`src/rtl/mem_arbiter_pkg.sv`:
```
// Shared encodings for the instruction/data memory arbiter.
package mem_arbiter_pkg;

    typedef enum logic [1:0] {
        ST_IDLE = 2'd0,
        ST_ADDR = 2'd1,
        ST_WAIT = 2'd2
    } state_t;

    typedef enum logic {
        OWN_INST = 1'b0,
        OWN_DATA = 1'b1
    } owner_t;

    localparam logic [1:0] SIZE_BYTE = 2'd0;
    localparam logic [1:0] SIZE_HALF = 2'd1;
    localparam logic [1:0] SIZE_WORD = 2'd2;

endpackage

```
`src/rtl/mem_arbiter_if.sv`:
```
// SRAM-like request/response channel; the master issues requests, the slave answers.
interface mem_arbiter_if;
    logic        req;
    logic        wr;
    logic [1:0]  size;
    logic [31:0] addr;
    logic [31:0] wdata;
    logic [31:0] rdata;
    logic        addr_ok;
    logic        data_ok;

    modport master (output req, wr, size, addr, wdata,
                    input  rdata, addr_ok, data_ok);

    modport slave  (input  req, wr, size, addr, wdata,
                    output rdata, addr_ok, data_ok);
endinterface

```
`src/rtl/mem_arbiter.sv`:
```
// Arbitrates the fetch and memory-stage requesters onto one SRAM-like bus,
// one outstanding transaction at a time, data side winning ties.
module mem_arbiter
    import mem_arbiter_pkg::*;
(
    input  logic          clk,
    input  logic          rst,
    mem_arbiter_if.slave  inst,
    mem_arbiter_if.slave  data,
    mem_arbiter_if.master bus,
    output logic          stallreq_from_if,
    output logic          stallreq_from_mem
);

    state_t      state_q, state_d;
    owner_t      owner_q, owner_d;
    logic        wr_q, wr_d;
    logic [1:0]  size_q, size_d;
    logic [31:0] addr_q, addr_d;
    logic [31:0] wdata_q, wdata_d;
    logic [31:0] inst_rdata_q, inst_rdata_d;
    logic [31:0] data_rdata_q, data_rdata_d;

    logic addr_ok_pulse;
    logic data_ok_pulse;
    logic inst_addr_ok, inst_data_ok;
    logic data_addr_ok, data_data_ok;

    always_ff @(posedge clk or posedge rst) begin
        if (rst) begin
            state_q      <= ST_IDLE;
            owner_q      <= OWN_INST;
            wr_q         <= 1'b0;
            size_q       <= 2'd0;
            addr_q       <= 32'd0;
            wdata_q      <= 32'd0;
            inst_rdata_q <= 32'd0;
            data_rdata_q <= 32'd0;
        end else begin
            state_q      <= state_d;
            owner_q      <= owner_d;
            wr_q         <= wr_d;
            size_q       <= size_d;
            addr_q       <= addr_d;
            wdata_q      <= wdata_d;
            inst_rdata_q <= inst_rdata_d;
            data_rdata_q <= data_rdata_d;
        end
    end

    always_comb begin
        state_d       = state_q;
        owner_d       = owner_q;
        wr_d          = wr_q;
        size_d        = size_q;
        addr_d        = addr_q;
        wdata_d       = wdata_q;
        addr_ok_pulse = 1'b0;
        data_ok_pulse = 1'b0;
        bus.req       = 1'b0;

        case (state_q)
            ST_IDLE: begin
                if (data.req) begin
                    owner_d = OWN_DATA;
                    wr_d    = data.wr;
                    size_d  = data.size;
                    addr_d  = data.addr;
                    wdata_d = data.wdata;
                    state_d = ST_ADDR;
                end else if (inst.req) begin
                    owner_d = OWN_INST;
                    wr_d    = 1'b0;
                    size_d  = SIZE_WORD;
                    addr_d  = inst.addr;
                    wdata_d = 32'd0;
                    state_d = ST_ADDR;
                end
            end
            ST_ADDR: begin
                bus.req = 1'b1;
                // A data_ok without addr_ok here belongs to nothing we issued.
                if (bus.addr_ok) begin
                    addr_ok_pulse = 1'b1;
                    if (bus.data_ok) begin
                        data_ok_pulse = 1'b1;
                        state_d       = ST_IDLE;
                    end else begin
                        state_d = ST_WAIT;
                    end
                end
            end
            ST_WAIT: begin
                if (bus.data_ok) begin
                    data_ok_pulse = 1'b1;
                    state_d       = ST_IDLE;
                end
            end
            default: state_d = ST_IDLE;
        endcase
    end

    always_comb begin
        inst_addr_ok = addr_ok_pulse && (owner_q == OWN_INST);
        inst_data_ok = data_ok_pulse && (owner_q == OWN_INST);
        data_addr_ok = addr_ok_pulse && (owner_q == OWN_DATA);
        data_data_ok = data_ok_pulse && (owner_q == OWN_DATA);

        inst_rdata_d = inst_data_ok ? bus.rdata : inst_rdata_q;
        data_rdata_d = data_data_ok ? bus.rdata : data_rdata_q;

        inst.addr_ok = inst_addr_ok;
        inst.data_ok = inst_data_ok;
        inst.rdata   = inst_rdata_d;
        data.addr_ok = data_addr_ok;
        data.data_ok = data_data_ok;
        data.rdata   = data_rdata_d;

        bus.wr    = wr_q;
        bus.size  = size_q;
        bus.addr  = addr_q;
        bus.wdata = wdata_q;

        stallreq_from_if  = inst.req && !inst_data_ok;
        stallreq_from_mem = data.req && !data_data_ok;
    end

endmodule
```
`src/flat_wrapper.sv`:
```
// flat-port wrapper written by rule: the top's interface ports become plain ports
module mem_arbiter_flat import mem_arbiter_pkg::*;
  (clk, rst, stallreq_from_if, stallreq_from_mem, inst_req, inst_wr, inst_size, inst_addr, inst_wdata, inst_rdata, inst_addr_ok, inst_data_ok, data_req, data_wr, data_size, data_addr, data_wdata, data_rdata, data_addr_ok, data_data_ok, bus_req, bus_wr, bus_size, bus_addr, bus_wdata, bus_rdata, bus_addr_ok, bus_data_ok);
  mem_arbiter_if inst_i ();
  mem_arbiter_if data_i ();
  mem_arbiter_if bus_i ();
  input  logic clk;
  input  logic rst;
  output logic stallreq_from_if;
  output logic stallreq_from_mem;
  input wire logic [$bits(inst_i.req)-1:0] inst_req;
  input wire logic [$bits(inst_i.wr)-1:0] inst_wr;
  input wire logic [$bits(inst_i.size)-1:0] inst_size;
  input wire logic [$bits(inst_i.addr)-1:0] inst_addr;
  input wire logic [$bits(inst_i.wdata)-1:0] inst_wdata;
  output wire logic [$bits(inst_i.rdata)-1:0] inst_rdata;
  output wire logic [$bits(inst_i.addr_ok)-1:0] inst_addr_ok;
  output wire logic [$bits(inst_i.data_ok)-1:0] inst_data_ok;
  input wire logic [$bits(data_i.req)-1:0] data_req;
  input wire logic [$bits(data_i.wr)-1:0] data_wr;
  input wire logic [$bits(data_i.size)-1:0] data_size;
  input wire logic [$bits(data_i.addr)-1:0] data_addr;
  input wire logic [$bits(data_i.wdata)-1:0] data_wdata;
  output wire logic [$bits(data_i.rdata)-1:0] data_rdata;
  output wire logic [$bits(data_i.addr_ok)-1:0] data_addr_ok;
  output wire logic [$bits(data_i.data_ok)-1:0] data_data_ok;
  output wire logic [$bits(bus_i.req)-1:0] bus_req;
  output wire logic [$bits(bus_i.wr)-1:0] bus_wr;
  output wire logic [$bits(bus_i.size)-1:0] bus_size;
  output wire logic [$bits(bus_i.addr)-1:0] bus_addr;
  output wire logic [$bits(bus_i.wdata)-1:0] bus_wdata;
  input wire logic [$bits(bus_i.rdata)-1:0] bus_rdata;
  input wire logic [$bits(bus_i.addr_ok)-1:0] bus_addr_ok;
  input wire logic [$bits(bus_i.data_ok)-1:0] bus_data_ok;
  assign inst_i.req = inst_req;
  assign inst_i.wr = inst_wr;
  assign inst_i.size = inst_size;
  assign inst_i.addr = inst_addr;
  assign inst_i.wdata = inst_wdata;
  assign inst_rdata = inst_i.rdata;
  assign inst_addr_ok = inst_i.addr_ok;
  assign inst_data_ok = inst_i.data_ok;
  assign data_i.req = data_req;
  assign data_i.wr = data_wr;
  assign data_i.size = data_size;
  assign data_i.addr = data_addr;
  assign data_i.wdata = data_wdata;
  assign data_rdata = data_i.rdata;
  assign data_addr_ok = data_i.addr_ok;
  assign data_data_ok = data_i.data_ok;
  assign bus_req = bus_i.req;
  assign bus_wr = bus_i.wr;
  assign bus_size = bus_i.size;
  assign bus_addr = bus_i.addr;
  assign bus_wdata = bus_i.wdata;
  assign bus_i.rdata = bus_rdata;
  assign bus_i.addr_ok = bus_addr_ok;
  assign bus_i.data_ok = bus_data_ok;
  mem_arbiter u_core (.clk(clk), .rst(rst), .inst(inst_i), .data(data_i), .bus(bus_i), .stallreq_from_if(stallreq_from_if), .stallreq_from_mem(stallreq_from_mem));
endmodule
```
`config.mk`:
```
export PLATFORM = sky130hd
export DESIGN_NAME = mem_arbiter_flat
export DESIGN_NICKNAME = d
export VERILOG_FILES = /design/src/rtl/mem_arbiter_pkg.sv /design/src/rtl/mem_arbiter_if.sv /design/src/rtl/mem_arbiter.sv /design/src/flat_wrapper.sv
export SDC_FILE = /design/constraint.sdc
export NUM_CORES = 1
export LEC_CHECK = 0
export ABC_AREA = 1
export BUFFER_PORTS_ARGS = -buffer_cell sky130_fd_sc_hd__buf_2
export CORE_MARGIN = 2
export CORE_UTILIZATION = 40
export CTS_BUF_LIST = sky130_fd_sc_hd__clkbuf_4
export DETAILED_ROUTE_END_ITERATION = 7
export PLACE_DENSITY = 0.77
export SLEW_MARGIN = 20
export SYNTH_ARGS = -nofsm -noshare
export SYNTH_HDL_FRONTEND = slang
export SYNTH_SLANG_ARGS = --single-unit
```
`constraint.sdc`:
```
create_clock -name clk -period 7.85 [get_ports clk]
set_input_delay 0.3925 -clock clk [delete_from_list [all_inputs] [get_ports clk]]
set_output_delay 0.3925 -clock clk [all_outputs]
set_load 0.005 [all_outputs]
```
==> flow_summary.toml, run 1 <==
[setup_path]
cpPeakStageDelay_ns = 0.53
crit_chain = "inv_1 > ha_1 > nand2_1 > inv_2 > buf_4 > nand4_1 > nand2_1 > buf_2"
critPathTopFamily = "buffers and inverters"
worstPathArrival_ns = 2.58
critPathSlowestCell = "buf_4"
timing.critical_path.required_ns = 7.46
cp-start-kind = "flip-flop"
endpoint_kind = "output pin"
crit_path_max_fanout = 53
cp_num_buf_inv = 4
crit_path_frequent_cell = "nand2_1"
worstSetupPathType = "reg2out"

[sta]
setup_viol = 0
fmax_ghz = 0.3366
min_period_over_period_pct = 37.84
relSlewSlack_pct = 31.05
hold_viol_final = 0
finalMaxSlewViolations = 0
grt_setup_unrepaired = "no"
fin_ws_ns = 4.879
period_needed_ns = 2.971
setup_tns_ns = 0
clock-skew-final_ns = 0.02892
worst_slew_pin_slew_ns = 1.028

[final_layout]
instances_no_fill = 1182
drive_gt1_share_pct = 32.16
area_growth_pct = 33.07
n_antenna_cell = 0
fin_nets = 1160

[logic_synthesis]
synth_cell_types = 15
ys.warnings.count = 0
syn_area_um2 = 5827
synthTopCellsByArea = "dfrtp_1 58%, nand2_1 28%, nand4_1 7.0%"
synth_seq_cells = 134
syn_area_per_cell_um2 = 8.172
synth_area_leader_cell = "dfrtp_1"
syn_nets = 888
synth.top_cell.area_share_pct = 57.55
synthCells = 713
ys_seq_area_share_pct = 57.55

[min_path]
min_path_type = "in2reg"

[grt]
antenna_found_initial = 0
grt_max_degree = 79
grt_pass1_vias = 5627
grt_pass1_wl_um = 28270
overflow = 0
gr-usage-all-layers_pct = 22.73

[power_and_ir_drop]
leakagePower_nw = 4.684
power_density_nw_per_um2 = 361.2
vdd_drop_max_v = 0.0001457

[place]
dpl.cell_count = 1131
port_buffers = 274
gp_congestion = 0.7737
dp.final_hpwl_um = 11490
pre_cts_ws_ns = 5.467

[clock_tree]
numCtsBuffers = 17
clock_sinks = 134
clk_pin_slew_ns = 0.12
clockRootBuffer = "clkbuf_4"
htree_levels = 4
tritoncts = "built"
cts_resized = 0
clk_path_buf_depth = 2
insertion_delay_ns = 0.53

[detailed_routing]
totalWireLength_um = 17170
dr.pass1.iters = 5
drc_errors = 0
drt-initial-drc-count = 471
vias = 5686
avgViaCountPerCell = 4.810
wl_per_cell_um = 14.53
ant_nets = 0

[floorplan]
rows = 44
die_area_um2 = 15550
core_area_um2 = 14370
die_y_um = 124.7
die_w_um = 124.7
pin_count = 310
start_util_pct = 40.55

[job]
maxCapViolCount = 0

[status]
outcome = "completed"
## Yosys cell counts
cell	n
inv_2	2
buf_6	6
nand3_1	4
clkinv_1	1
nand4_1	65
buf_2	29
clkbuf_1	12
dfrtp_1	134
nor2_4	1
ha_1	3
nor2_8	1
o21ai_0	1
nand2_1	435
inv_1	13
nor2_1	6
## worst reg2reg max path, stage by stage, from the launching register on
cell      delay, ns
dfrtp_1        0.42
inv_1          0.09
ha_1           0.22
inv_1          0.12
nor2_8         0.44
clkinv_2       0.85
nand2_1        0.28
nand2_1        0.09
## state kept, by name, indices dropped and copies added (netlist names)
signal and cells:
u_core.bus.wr 1, u_core.bus.addr 32, u_core.state_q 2, u_core.data_rdata_q 32
u_core.owner_q 1, u_core.bus.wdata 32, u_core.bus.size 2, u_core.inst_rdata_q 32
## what timing repair did
item	in CTS	in global routing
buffers inserted	0	0
endpoints found under the hold margin	73	0
hold buffers	18	0
## cell families after synthesis
logic type	share of synthesized area (%)
compound gates	0.08581
fa+ha+maj	0.6443
simple gates	36.27
flops	57.55
buf+inv	5.454
## cell usage in the layout (no fill, tap or decap), types with 2 or more instances in the layout
cell type / instances
clkinv_2: 2
dlygate4sd3_1: 18
buf_2: 274
clkbuf_4: 19
nor2_1: 6
dfrtp_1: 134
inv_2: 2
nand4_1: 65
nand3_1: 4
buf_4: 7
inv_1: 11
clkinvlp_4: 4
ha_1: 3
inv_6: 4
nand2_1: 434
bufinv_16: 3
## final timing paths
check                                           startpoint                           endpoint  slack (ns)  cells after the start
setup / recovery             u_core.state_q[0]$_DFFE_PP0P_                     inst_rdata[26]        4.88                      8
hold / removal                              data_wdata[29]   u_core.bus.wdata[29]$_DFFE_PP0P_        0.06                      3
setup reg to reg             u_core.state_q[0]$_DFFE_PP0P_   u_core.bus.wdata[17]$_DFFE_PP0P_        5.22                      7
hold reg to reg            u_core.bus.addr[28]$_DFFE_PP0P_    u_core.bus.addr[28]$_DFFE_PP0P_        0.48                      2
max in group asynchronous                              rst     u_core.bus.addr[5]$_DFFE_PP0P_        6.31                      5
min in group asynchronous                              rst  u_core.data_rdata_q[21]$_DFF_PP0_        0.45                      3
## stage by stage
step           instance area [um2]  hold WS (ns)  total power (W)  util, %
6_report                      7754       0.06439         0.002800    53.96
4_1_cts                       7725     0.0003042         0.002829    53.76
2_1_floorplan                 5827        0.4594         0.001788        -
3_5_place_dp                  7231        0.4498         0.002313    50.32
3_3_place_gp                  7231        0.4458         0.002271    50.32
5_1_grt                       7754      0.004870         0.003039    53.96
## report_power, final
part | switching (W) | total, W | internal (W)
sequential | 0.000124 | 0.00112 | 0.000997
combinational | 0.000742 | 0.00118 | 0.000436
clock | 0.000269 | 0.000501 | 0.000233
total | 0.00113 | 0.00280 | 0.00167
## layout make-up
class                           count  area, um2
Fill cell                        1351       6615
Sequential cell                   134       3353
Multi-Input combinational cell    516       2158
Timing Repair Buffer              300       1632
Tap cell                          184      230.2
Clock inverter                     13      171.4
Clock buffer                       19      142.6
Inverter                           16      66.31
## per-layer routing
metal / vias to the layer above / share of wire, % / track usage (%)
li1: 2794 / - / -
met1: 2629 / 41 / 27.37
met2: 248 / 50 / 39.63
met3: 15 / 8.4 / 6.400
met4: 0 / 1.2 / 6.808
met5: - / 0 / 0
No activity file was read; power rests on OpenSTA's default activity.
==> run 2: changes to the inputs <==
PLACE_DENSITY = 0.79   (was 0.77)
clock period = 2.44 ns   (was 7.85 ns; I/O delays follow)
==> run 2 against run 1 <==
Compared with the run above: utilization increased by 10 points; die area unchanged; clock-buffer cell count decreased by 2.
==> flow_summary.toml, run 2 (synthesized netlist as in run 1, its figures left out) <==
[grt]
grt_pass1_vias = 6905
antenna_found_initial = 0
overflow = 0
grt_max_degree = 75
grt_pass1_wl_um = 33400
gr-usage-all-layers_pct = 26.88

[clock_tree]
clock_sinks = 134
insertion_delay_ns = 0.53
clk_path_buf_depth = 2
tritoncts = "built"
htree_levels = 4
clk_pin_slew_ns = 0.12
clockRootBuffer = "clkbuf_4"
numCtsBuffers = 17

[place]
port_buffers = 274
pre_cts_ws_ns = 0.2820
gp_congestion = 0.7925
dp.final_hpwl_um = 11410

[final_layout]
final_cell_mix = "432 x nand2_1, 274 x buf_2, 137 x dlygate4sd3_1, 134 x dfrtp_1, 65 x nand4_1"
n_antenna_cell = 0
area_growth_pct = 58.21
drive_gt1_share_pct = 29.85
fin_nets = 1291
final_common_cell = "nand2_1"
fillers = 1083

[setup_path]
cp-start-kind = "flip-flop"
critPathSlowestCell = "dfrtp_1"
crit_path_max_fanout = 17
startpoint = "u_core.state_q[1]$_DFFE_PP0P_"
endpoint_kind = "output pin"
crit_chain = "inv_1 > ha_1 > nand2_2 > clkinv_4 > nand3_4 > clkbuf_16 > nand2_1 > nand2_1 > buf_2"
worstSetupPathType = "reg2out"
worstPathArrival_ns = 2.15
timing.critical_path.required_ns = 2.32
r2r_start = "u_core.state_q[1]$_DFFE_PP0P_"
cpPeakStageDelay_ns = 0.39
crit_path_frequent_cell = "nand2_1"

[floorplan]
start_util_pct = 40.55
rows = 44
core_area_um2 = 14370
die_w_um = 124.7
die_area_um2 = 15550
pin_count = 310
die_y_um = 124.7

[sta]
worst_slew_pin_slew_ns = 1.020
relSlewSlack_pct = 31.55
setup_tns_ns = 0
fmax_ghz = 0.4394
finalMaxSlewViolations = 0
min_period_over_period_pct = 93.28
fin_ws_ns = 0.1640
setup_viol = 0
grt_setup_unrepaired = "no"
period_needed_ns = 2.276
clock-skew-final_ns = 0.01688
hold_viol_final = 0

[min_path]
hp-start = "data_req"
min_path_type = "in2reg"

[detailed_routing]
avgViaCountPerCell = 5.114
top_layer = "met4"
wl_per_cell_um = 16.37
vias = 6715
totalWireLength_um = 21490
drc_errors = 0
routed-wl-met3_um = 2210
ant_nets = 0
drt-initial-drc-count = 504
dr.pass1.iters = 5
route.met2.wl_um = 10320
m1WireLength_um = 8039

[status]
outcome = "completed"

[power_and_ir_drop]
leakagePower_nw = 5.311
power_density_nw_per_um2 = 1049
vdd_drop_max_v = 0.0004739

[job]
maxCapViolCount = 0
-- run 2: cell count changes in the layout (fill, tap and decap cells not counted), moves of 2 or more --
cell           delta
buf_12            +7
clkbuf_4          -2
clkinv_1          +2
nand3_4           +2
clkinv_4          +3
clkinv_2          +2
nand3_1           -2
nand2_1           -2
dlygate4sd3_1   +119
inv_6             -2
clkbuf_16         +3
-- run 2: path summary, 6_finish.rpt --
path	cells past startpoint	slack, ns	to
hold reg to reg	2	0.47	u_core.data_rdata_q[12]$_DFF_PP0_
setup / recovery	9	0.16	inst_rdata[3]
max in group asynchronous	4	1.82	u_core.bus.addr[8]$_DFFE_PP0P_
setup reg to reg	6	0.24	u_core.bus.wdata[22]$_DFFE_PP0P_
hold / removal	3	0.10	u_core.owner_q$_DFFE_PP0P_
min in group asynchronous	4	0.25	u_core.bus.size[0]$_DFFE_PP0P_
-- run 2: timing repair --
item	CTS	global route
pin swaps	0	1
cloned	1	4
gates resized for setup	6	14
hold buffers	137	0
hold endpoints to repair	268	0
endpoints found under the setup margin	68	66
setup buffers	0	4
-- run 2: power breakdown --
part	total (W)	switching (W)	leakage (nW)	internal (W)
Sequential	0.00365	0.000435	1.69	0.00321
Clock	0.00157	0.000853	0.162	0.000718
Combinational	0.00445	0.00266	3.46	0.00179
-- run 2: routing by layer --
metal	vias up	global-route usage [%]
li1	3063	-
met1	3119	30.82
met2	446	43.59
met3	87	9.751
met4	0	15.07
met5	-	0
-- run 2: worst max-delay path: cells and delay by family, from the launching register on --
kind,cells,cell delay [ns]
buf+inv,4,0.53
flops,1,0.39
fa+ha+maj,1,0.28
simple gates,4,0.42
-- run 2: area by class of cell --
class                   count  area [um2]  share of cell area, %
well taps                 184       230.2                  2.497
inverters                  16       68.82                 0.7465
flip-flops and latches    134        3353                  36.37
clock inverters            15       178.9                  1.941
clock buffers              17       127.6                  1.384
repair inverters            1       5.005                0.05429
multi-input cells         516        2210                  23.97
repair buffers            430        3045                  33.03
-- run 2: metrics by stage --
stage | util (%) | hold WS, ns | std cells | instance area [um2] | power [W]
3_3_place_gp | 50.96 | 0.2673 | 1135 | 7322 | 0.007362
4_1_cts | 63.02 | 0.04659 | 1305 | 9055 | 0.009381
5_1_grt | 64.16 | 0.07455 | 1313 | 9219 | 0.01036
3_5_place_dp | 50.96 | 0.2686 | 1135 | 7322 | 0.007506
6_report | 64.16 | 0.1023 | 1313 | 9219 | 0.009672
2_1_floorplan | - | 0.2386 | 713 | 5831 | 0.005754
